File: config.mk
export PLATFORM = sky130hd
export DESIGN_NAME = pc_unit
export DESIGN_NICKNAME = d
export VERILOG_FILES = /design/src/rtl/pc_unit.sv
export SDC_FILE = /design/constraint.sdc
export NUM_CORES = 1
export LEC_CHECK = 0
export ABC_AREA = 0
export CAP_MARGIN = 10
export CORE_MARGIN = 2
export CORE_UTILIZATION = 55
export CTS_CLUSTER_SIZE = 8
export DETAILED_ROUTE_END_ITERATION = 16
export DONT_BUFFER_PORTS = 1
export PLACE_DENSITY = 0.78
export SYNTH_ARGS = -nofsm -noshare
export SYNTH_HDL_FRONTEND = slang
export SYNTH_SLANG_ARGS = --single-unit
File: constraint.sdc
create_clock -name clk -period 3.7 [get_ports clk]
set_clock_uncertainty 0.1 [all_clocks]
set_input_delay 1.11 -clock clk [delete_from_list [all_inputs] [get_ports clk]]
set_output_delay 1.11 -clock clk [all_outputs]
set_load 0.1 [all_outputs]
File: src/rtl/pc_unit.sv
// ---------------------------------------------------------------------------
// pc_unit -- program counter and memory address generator (mos6502 core)
//
// Sits directly after the control FSM. It turns the PC-step (ps) and
// address-select (mm) controls into a program counter and a memory address.
// When the vector fetch is built in, the unit reads the 6502 reset vector
// first and keeps `ready` low until the PC holds the vector value.
//
// Build option:
//   PC_VECTOR_FETCH_EN  defined   -> reset vector fetch (VLO -> VHI -> VLD -> RUN)
//                       undefined -> no fetch; reset loads RESET_PC, unit
//                                    runs from the next cycle
//
// Ports:
//   clk        in   1    core clock, all state changes on posedge
//   reset      in   1    synchronous, active-high reset
//   ps         in   2    PC step: 2'b01 = INC, any other value = HOLD
//   mm         in   2    address select: 2'b00 = PC_ADDR (pc), any other = ea
//   pc_load    in   1    load pc from pc_din; wins over ps
//   pc_din     in   AW   jump / branch target
//   ea         in   AW   effective address from the operand stage
//   mem_rdata  in   8    synchronous RAM read data (1-cycle latency)
//   addr       out  AW   memory address bus (combinational)
//   pc         out  AW   program counter (registered)
//   ready      out  1    PC valid; the unit obeys ps / pc_load (registered)
// ---------------------------------------------------------------------------
module pc_unit #(
    parameter int            AW       = 16,
    parameter logic [AW-1:0] RST_VEC  = 16'hFFFC,
    parameter logic [AW-1:0] RESET_PC = 16'h0000
) (
    input  logic          clk,
    input  logic          reset,
    input  logic [1:0]    ps,
    input  logic [1:0]    mm,
    input  logic          pc_load,
    input  logic [AW-1:0] pc_din,
    input  logic [AW-1:0] ea,
    input  logic [7:0]    mem_rdata,
    output logic [AW-1:0] addr,
    output logic [AW-1:0] pc,
    output logic          ready
);

    // Encodings shared with the control FSM. Only the decoded values
    // are named; every other ps code behaves as HOLD.
    localparam logic [1:0] PS_INC     = 2'b01;
    localparam logic [1:0] MM_PC_ADDR = 2'b00;

    logic [AW-1:0] r_pc;
    logic          r_ready;

    // Run-mode next PC: a load beats the step, and the increment wraps
    // silently at the top of the address space.
    logic [AW-1:0] w_pc_run_nxt;
    // Run-mode address: pc or effective address, with no register stage.
    logic [AW-1:0] w_run_addr;

    assign w_pc_run_nxt = pc_load        ? pc_din
                        : (ps == PS_INC) ? r_pc + AW'(1)
                        :                  r_pc;

    assign w_run_addr = (mm == MM_PC_ADDR) ? r_pc : ea;

    assign pc    = r_pc;
    assign ready = r_ready;

`ifdef PC_VECTOR_FETCH_EN

    typedef enum logic [1:0] {
        S_VLO = 2'd0,   // present vector low-byte address
        S_VHI = 2'd1,   // present high-byte address, low byte arriving
        S_VLD = 2'd2,   // high byte arriving, load pc
        S_RUN = 2'd3    // normal operation, absorbing until reset
    } state_t;

    state_t        r_state;
    state_t        w_state_nxt;
    logic [7:0]    r_lo;
    logic          w_lo_en;
    logic [AW-1:0] w_pc_nxt;
    logic [AW-1:0] w_vec_hi;
    logic [AW-1:0] w_unused_reset_pc;

    assign w_vec_hi          = RST_VEC + AW'(1);
    assign w_unused_reset_pc = RESET_PC;

    // NOTE: every signal written here gets a default before the case so
    // no path leaves it unassigned; an unassigned path would infer a latch.
    always_comb begin
        w_state_nxt = r_state;
        w_pc_nxt    = r_pc;
        w_lo_en     = 1'b0;
        addr        = RST_VEC;
        case (r_state)
            S_VLO: begin
                addr        = RST_VEC;
                w_state_nxt = S_VHI;
            end
            S_VHI: begin
                // RAM returns the byte addressed during VLO.
                addr        = w_vec_hi;
                w_lo_en     = 1'b1;
                w_state_nxt = S_VLD;
            end
            S_VLD: begin
                // Address held so the bus stays stable; RAM returns the
                // high byte addressed during VHI.
                addr        = w_vec_hi;
                w_pc_nxt    = AW'({mem_rdata, r_lo});
                w_state_nxt = S_RUN;
            end
            S_RUN: begin
                addr        = w_run_addr;
                w_pc_nxt    = w_pc_run_nxt;
                w_state_nxt = S_RUN;
            end
            default: begin
                w_state_nxt = S_VLO;
            end
        endcase
    end

    // NOTE: state is updated with non-blocking assignments so that every
    // register samples the pre-edge values, independent of statement order.
    always_ff @(posedge clk) begin
        if (reset) begin
            r_state <= S_VLO;
            r_pc    <= '0;
            r_lo    <= '0;
            r_ready <= 1'b0;
        end else begin
            r_state <= w_state_nxt;
            r_pc    <= w_pc_nxt;
            if (w_lo_en) begin
                r_lo <= mem_rdata;
            end
            // Registered copy of "next state is RUN" so ready rises
            // together with the vector value appearing on pc.
            r_ready <= (w_state_nxt == S_RUN);
        end
    end

`else

    // No vector fetch: read data and vector address are not needed.
    logic w_unused_bits;
    assign w_unused_bits = ^{mem_rdata, RST_VEC};

    assign addr = w_run_addr;

    always_ff @(posedge clk) begin
        if (reset) begin
            r_pc    <= RESET_PC;
            r_ready <= 1'b0;
        end else begin
            r_pc    <= w_pc_run_nxt;
            r_ready <= 1'b1;
        end
    end

`endif

endmodule

; After elaboration in Yosys (flattened, before gate mapping)
; Cells that the tools add are included.
[totals]
out_inout_bits = 33
romBits = 0
mem_count = 0
inputBits = 47
mem_bits_rw = 0
elab_cells = 10
latchBits = 0
register_bits = 17
[classes]
order_cmp = 0
div = 0
multipliers = 0
add_sub_neg = 1
bitwise_logic = 0
n_reduce_logical = 2
muxes = 4
shifts = 0
eq_ne = 1
[ops]
columns = operator, n
row1 = 16-bit 2-to-1 mux, 3
row2 = "16-bit by 1-bit adder with 16-bit output, second input constant", 1
row3 = "2-bit by 1-bit == test with 1-bit output, second input constant", 1
row4 = 2-bit zero test, 1
row5 = 2-bit nonzero test, 1
row6 = 1-bit 2-to-1 mux, 1

; Depth between registers and ports, before layout
; Gate-level depths: netlist of run 1.
[depth]
word_depth = 3
depth_mapped = 5
ltp_nobuf = 5

; Least setup slack after synthesis of run 1
; No wires, ideal clock.
[synth_path]
kind = in2out
startpoint = in mm[1]
endpoint = out addr[10]
stages = 3
setup_slack_ps = 74
arrival_time_ps = 2416
cell_sequence = nor2_1 clkbuf_1 mux2_2
[synth_between]
elab_chain_cells = 2
[synth_lines]
columns = item, line
row1 = from (decl), 35  ; input logic [1:0] mm,
row2 = 2-bit zero test, 63  ; assign w_run_addr = (mm == MM_PC_ADDR) ? r_pc : ea;
row3 = 16-bit 2-to-1 mux, 63
row4 = to (decl), 40  ; output logic [AW-1:0] addr,
; No other way between the ends.

; Worst setup path in the final report of run 1
[layout_path]
startpoint = in mm[1]
endpoint = out addr[2]
; The elaborated chain is that of the path after synthesis.

==> run metrics, run 1 <==
Sequential Power Share 0.316; Area Overhead vs Synth 45.34%; Synthesis Warnings 0; Num CTS Buffers 3; worst slew pin tran 0.9355 ns; sw power 322.0 uW; post-synthesis instance total 121; layout cells sized above 1 0.3595; Clk Latency, worst-skew pair 0.28 ns; # rows 15; CTS Root Cell clkbuf_4; largest net degree at the start of global routing 32; WS Path Type input port to output pin; Placed Area 1534 um2; Top FF cell, synth dfxtp_1; setup_tns 0 ns; Mapped Nets 169; minimum clock period 3.250 ns; Seq/Total Area, Yosys 0.3170; Syn Area/Cell 8.872 um2; Met2 Wirelength 1.823 mm; Die X 48.18 um; status completed; WP data required 2.49 ns; per-cell routed wire length 18.59 um; worst hold path type flip-flop to flip-flop; period utilisation layout 0.8783; f_max 0.3077 GHz; r2r setup slk 1.28 ns; synthesized cell area 1074 um2; antenna violations before repair 0; Int Power 338.0 uW; PD cells 423.0 nW/um2; GPL Wtd Cong 0.8027; Core Area 1783 um2; Final Util 0.8751; Antenna Cells 0; clock edge transition at the registers on the reported setup and hold paths 0.09 ns; clock tree sinks 17; die height 48.18 um; number of flops mapped to enable cells by yosys 0; Slew headroom 0.3755; arrival time worst endpoint 2.04 ns; CP endpoint kind output pin; asr flop ratio synth 0; Initial Util 0.6021; WL met3 279 um; combinational fraction of design power 0.537; Port Buffers 0; vias in the first global route 1,148; drt drc 0; Leakage 0.0005967 uW; WL met1 1.136 mm; post-route cell area 1560 um2; clk buf depth 2; Clock Power Share 0.148; CP startpoint kind input port; Vias 1,157; Final Max Slew Viols 0; Seq cells post-synth 17; Total Wirelength 3.309 mm; CTS Hold Bufs 0; Peak supply drop 0.3213 mV; max layer used met4; unrepaired setup endpoints after global routing false; first-pass iteration count of the detailed router 4; post_cts resized 0; Congestion Overflow GR 0; Final setup viols 0; CTS tree built; routed vias/inst 6.500; hpwl dp 2.676 mm; H-tree depth 1; Setup Fix Bufs, Post-CTS 0; GRT Total Usage 0.3011; most frequent cells in the layout dfxtp_1, buf_4, mux2_2, buf_12, nor2_1; initial drt markers 23; Yosys cell types 28; nets@finish 202; IO Pins 80; full die area 2321 um2; Final ANT Viol Nets 0; Final Hold Vio Count 0; Net Sw Frac 0.4879; global-route wire length before repair 4.850 mm; Max FO, Critical Path 16; Max Cap Violations 0
[cells in the mapped netlist, drive strengths merged (4+ instances only)]
master	n	share of area
dfxtp	17	0.32
mux2	16	0.17
nor2	15	0.052
xnor2	9	0.073
a211oi	7	0.049
inv	6	0.021
a311oi	5	0.041
clkbuf	5	0.017
nand2	5	0.017
nor4	5	0.029
o21ai	4	0.019
or3	4	0.029
[metrics by stage]
| step | hold slack [ns] | power, uW | setup WS, ns | cells |
|---|---|---|---|---|
| 6_report | 0.4883 | 659.9 | 0.4504 | 178 |
| 5_1_grt | 0.5302 | 679.1 | 0.3781 | 178 |
| 4_1_cts | 0.4925 | 658.8 | 0.4433 | 178 |
| 3_5_place_dp | 0.4786 | 566.4 | 0.4488 | 174 |
| 3_3_place_gp | 0.4502 | 557.4 | 0.4961 | 174 |
| 2_1_floorplan | 0.8638 | 468.1 | 0.07417 | 121 |
[power groups by stage]
| stage | combinational [uW] | sequential [uW] | clock, uW |
|---|---|---|---|
| floorplan | 159 | 309 | 0 |
| global placement | 346 | 211 | 0 |
| detailed placement | 354 | 212 | 0 |
| CTS | 354 | 208 | 96.3 |
| global route | 364 | 210 | 105 |
| finish | 354 | 208 | 97.6 |
[layer usage]
metal,up-vias,track usage
li1,515,-
met1,548,0.3227
met2,80,0.5632
met3,14,0.06296
met4,0,0.1243
met5,-,0
[worst paths after layout]
| path | from | cells past startpoint | endpoint |
|---|---|---|---|
| worst min-delay path | pc[6] | 2 | pc[6] |
| worst max register to register | pc[0] | 5 | pc[15] |
| worst min register to register | pc[6] | 2 | pc[6] |
| worst max-delay path | mm[1] | 4 | addr[2] |
[sequential cells by signal (all words and copies together) (netlist names)]
signal and flops:
pc 16, ready 1
[logic make-up after synthesis]
kind of cell	share of synthesized area
adder cells (fa/ha/maj)	0.01165
buffers and inverters	0.03846
XOR/XNOR	0.07343
AND/OR/NAND/NOR	0.2284
flip-flops	0.3170
multiplexers	0.1772
AO/OA/AOI/OAI	0.1538
[critical path, stage by stage]
cell and delay, ns:
nor2_1 0.09, buf_4 0.26, mux2_2 0.40, buf_12 0.17
[area by class of cell]
cell class                 count  area (um2)
multi-input combinational     93       691.9
timing repair buffer          33       447.9
clock buffer                   4       26.28
fill                          86       222.7
sequential                    17       340.3
tap                           25       31.28
inverter                       6       22.52
Note: power is estimated with default switching activity, not from simulation.
==> run 2, diff against run 1 <==
==> constraint.sdc (replaced) <==
create_clock -name clk -period 3 [get_ports clk]
set_clock_uncertainty 0.1 [all_clocks]
set_input_delay 0.9 -clock clk [delete_from_list [all_inputs] [get_ports clk]]
set_output_delay 0.9 -clock clk [all_outputs]
set_load 0.1 [all_outputs]
==> run metrics, run 2 (synthesis results as in run 1) <==
GR Util met2 0.5447; status completed; GPL Wtd Cong 0.7789; CP endpoint kind output pin; Port Buffers 0; Clk Latency, worst-skew pair 0.31 ns; most common cell after layout, fill and taps aside buf_4; arrival time worst endpoint 1.83 ns; GRT met3 Usage 0.09259; H-tree depth 1; Die X 48.18 um; die height 48.18 um; period utilisation layout 0.9419; Sequential Power Share 0.313; CP Launch Point mm[1]; minimum clock period 2.826 ns; Max FO, Critical Path 8; combinational fraction of design power 0.531; DP Cell Count 178; clock edge transition at the registers on the reported setup and hold paths 0.11 ns; Final Max Slew Viols 0; Antenna Cells 0; Initial Util 0.6021; unrepaired setup endpoints after global routing false; Net Sw Frac 0.4937; FF-to-FF End pc[15]; Worst path depth 4; clk buf depth 2; worst slew pin tran 0.4434 ns; Area Overhead vs Synth 48.25%; WS Path Type input port to output pin; Final ANT Viol Nets 0; met1 usage in global routing 0.3446; R2R cell count 5; cell family with most CP delay buffers and inverters; Final Hold Vio Count 0; Total Wirelength 3.297 mm; Congestion Overflow GR 0; layout cells sized above 1 0.3822; CP startpoint kind input port; crit-path cells nor2_1 -> buf_4 -> mux2_2 -> buf_12; Setup Fix Bufs, Post-CTS 0; r2r setup slk 0.85 ns; Fillers 80; Clock Power Share 0.156; Vias 1,119; worst path buffer plus inverter count 2; routed vias/inst 6.148; sw power 407.4 uW; hpwl dp 2.625 mm; setup_tns 0 ns; Critical Path Max Stage Delay 0.39 ns; Setup crit end addr[1]; Cell Count, Final, Fillers Out 182; drt drc 0; Core Area 1783 um2; WP data required 2.00 ns; max reg flops 16; per-cell routed wire length 18.12 um; full die area 2321 um2; Peak supply drop 0.4248 mV; IO Pins 80; Max Cap Violations 0; post_cts resized 0; first-pass iteration count of the detailed router 4; CTS Hold Bufs 0; Slew headroom 0.6967; slowest stage cell, crit path mux2_2; vias in the first global route 1,081; Final setup viols 0; largest net degree at the start of global routing 18; Reg2Reg Launch Point pc[1]; CTS tree built; antenna violations before repair 0; GRT Total Usage 0.3048; CTS Root Cell clkbuf_4; nets@finish 206; Leakage 0.0006183 uW; global-route wire length before repair 4.871 mm; Num CTS Buffers 3; most frequent cells in the layout buf_4, dfxtp_1, mux2_2, buf_12, nor2_1; worst hold path type flip-flop to flip-flop; clock tree sinks 17; f_max 0.3539 GHz; busiest layer in global routing met2; # rows 15; Int Power 417.8 uW; PD cells 518.4 nW/um2; initial drt markers 24
run 2: changes by cell type in the layout (fill, tap and decap cells not counted):
cell	change
clkbuf_1	-1
clkinv_2	+1
buf_4	+4
run 2: final cells by class:
| type | instances | area, um2 | share of cell area |
|---|---|---|---|
| sequential | 17 | 340.3 | 0.2138 |
| timing repair buffer | 37 | 478.0 | 0.3003 |
| clock inverter | 1 | 5.005 | 0.003145 |
| clock buffer | 3 | 22.52 | 0.01415 |
| multi-input combinational | 93 | 691.9 | 0.4347 |
| inverter | 6 | 22.52 | 0.01415 |
| tap | 25 | 31.28 | 0.01965 |
run 2: through the flow:
stage,hold WS (ns),worst slack [ns],utilization,area [um2],total power (uW)
finish,0.4917,0.1743,0.8926,1592,825.1
global route,0.5299,0.1188,0.8926,1592,854.9
CTS,0.4953,0.1687,0.8926,1592,825.8
detailed placement,0.4774,0.1752,0.8772,1564,700.2
global placement,0.4517,0.2438,0.8772,1564,690.8
floorplan,0.8638,-0.09785,-,1075,577.5
run 2: power by group through the flow:
| stage | clock, uW | sequential [uW] | combinational (uW) |
|---|---|---|---|
| 2_1_floorplan | 0 | 381 | 197 |
| 3_3_place_gp | 0 | 261 | 430 |
| 3_5_place_dp | 0 | 263 | 437 |
| 4_1_cts | 130 | 258 | 438 |
| 5_1_grt | 144 | 261 | 450 |
| 6_report | 129 | 258 | 438 |
run 2: worst min path at each step:
stage	from	end	slack, ns	cells past startpoint
finish	pc[6]	pc[6]	0.49	2
global placement	pc[6]	pc[6]	0.45	2
floorplan	pc[15]	pc[15]	0.86	2
global route	reset	pc[15]	0.53	1
detailed placement	pc[6]	pc[6]	0.48	2
CTS	pc[6]	pc[6]	0.50	2
run 2: routing by layer:
| metal | up-vias | wire [um] |
|---|---|---|
| li1 | 526 | - |
| met1 | 506 | 1187 |
| met2 | 75 | 1745 |
| met3 | 12 | 302 |
| met4 | 0 | 61 |
| met5 | - | 0 |
run 2: worst register-to-register path, delay by kind of cell, from the launching register on:
family | cells | cell delay [ns]
AOI/OAI and AO/OA | 1 | 0.24
buffers and inverters | 1 | 0.31
DFF | 1 | 0.36
and+or+nand+nor | 3 | 1.05
==> run 3, diff against run 2 <==
--- a/config.mk
+++ b/config.mk
@@ -6,13 +6,13 @@
 export NUM_CORES = 1
 export LEC_CHECK = 0
 export ABC_AREA = 0
-export CAP_MARGIN = 10
+export CAP_MARGIN = 20
 export CORE_MARGIN = 2
-export CORE_UTILIZATION = 55
+export CORE_UTILIZATION = 25
 export CTS_CLUSTER_SIZE = 8
 export DETAILED_ROUTE_END_ITERATION = 16
 export DONT_BUFFER_PORTS = 1
-export PLACE_DENSITY = 0.78
+export PLACE_DENSITY = 0.46
 export SYNTH_ARGS = -nofsm -noshare
 export SYNTH_HDL_FRONTEND = slang
 export SYNTH_SLANG_ARGS = --single-unit
==> constraint.sdc (replaced) <==
create_clock -name clk -period 2.95 [get_ports clk]
set_clock_uncertainty 0.1 [all_clocks]
set_input_delay 0.885 -clock clk [delete_from_list [all_inputs] [get_ports clk]]
set_output_delay 0.885 -clock clk [all_outputs]
set_load 0.1 [all_outputs]
==> run metrics, run 3 (synthesis results as in run 1) <==
status completed; Setup Fix Bufs, Post-CTS 0; Antenna Cells 0; full die area 4834 um2; arrival time worst endpoint 1.75 ns; clock tree sinks 17; unrepaired setup endpoints after global routing false; antenna violations before repair 0; post_cts resized 0; drt drc 0; minimum clock period 2.737 ns; max reg flops 16; Die X 69.53 um; global-route wire length before repair 5.347 mm; Setup WS pre-CTS 0.2035 ns; routed vias/inst 5.311; first-pass iteration count of the detailed router 6; IO Pins 80; PD cells 525.5 nW/um2; worst setup margin 0.2133 ns; initial drt markers 45; Final ANT Viol Nets 0; GRT Total Usage 0.1348; slowest stage cell, crit path mux2_2; H-tree depth 1; total power 885.7 uW; Num CTS Buffers 3; layout cells sized above 1 0.3782; Max Cap Violations 0; worst hold path type flip-flop to flip-flop; Peak supply drop 0.2773 mV; nets@finish 205; crit-path cells nor2_2 -> buf_12 -> mux2_2 -> buf_12; Critical Path Max Stage Delay 0.37 ns; Initial Util 0.2646; hold_sp pc[6]; hpwl dp 2.593 mm; vias in the first global route 1,158; # rows 23; Reg2Reg Launch Point pc[5]; Final setup viols 0; largest net degree at the start of global routing 17; Total Wirelength 3.247 mm; Area Overhead vs Synth 56.99%; period utilisation layout 0.9277; WS Path Type input port to output pin; CTS Root Cell clkbuf_8; Vias 1,094; Final Max Slew Viols 0; f_max 0.3654 GHz; setup_tns 0 ns; CTS tree built; WP data required 1.97 ns; worst slew pin tran 0.4971 ns; CP startpoint kind input port; CP Launch Point mm[1]; Port Buffers 0; clk buf depth 2; CP endpoint kind output pin; most frequent cells in the layout buf_4, dfxtp_1, buf_12, nor2_1, mux2_4; Crit path top cell by count buf_12; clock edge transition at the registers on the reported setup and hold paths 0.06 ns; Core Area 4058 um2; Congestion Overflow GR 0; Clk Latency, worst-skew pair 0.25 ns; GPL Wtd Cong 0.6711; per-cell routed wire length 15.76 um; most common cell after layout, fill and taps aside buf_4; Slew headroom 0.6683; Leakage 0.0006586 uW; Max FO, Critical Path 16; die height 69.53 um; CTS Hold Bufs 0; Final Hold Vio Count 0
## run 3: cell types whose count changed in the layout (fill, tap and decap cells not counted), sizes merged
cell / before / now
buf: 37 / 36
clkinv: 1 / 0
clkbuf: 3 / 4
## run 3: path summary, 6_finish.rpt
path,slack (ns),cells after the start,endpoint
hold / removal,0.48,2,pc[6]
setup reg to reg,0.97,4,pc[15]
setup / recovery,0.21,4,addr[15]
hold reg to reg,0.48,2,pc[6]
## run 3: critical path: cells and delay by family
| family | cells | cell delay [ns] |
|---|---|---|
| buf+inv | 2 | 0.35 |
| mux | 1 | 0.37 |
| simple gates | 1 | 0.13 |
## run 3: report_power, final
group          internal, uW  leakage, uW  switching [uW]
logic                   136     0.000494             312
clock network          95.7    0.0000228            77.0
registers               246     0.000142            19.0
## run 3: area by class of cell
cell class              instances  area [um2]
inverters                       6       22.52
flip-flops and latches         17       340.3
multi-input cells              93       732.0
well taps                      50       62.56
clock buffers                   4       45.04
fillers                       391        2372
repair buffers                 36       483.0
## run 3: through the flow
step | cells | util | instance area, um2 | hold WS (ns)
global placement | 202 | 0.4043 | 1640 | 0.4561
global route | 206 | 0.4154 | 1685 | 0.5332
CTS | 206 | 0.4154 | 1685 | 0.4816
floorplan | 121 | - | 1117 | 0.8571
detailed placement | 202 | 0.4043 | 1640 | 0.4723
finish | 206 | 0.4154 | 1685 | 0.4765
## run 3: per-layer routing
metal	up-vias	wire (um)	GRT usage
li1	522	-	-
met3	2	283	0.05233
met5	-	0	0
met4	0	13	0.01961
met2	54	1564	0.2425
met1	516	1386	0.1532
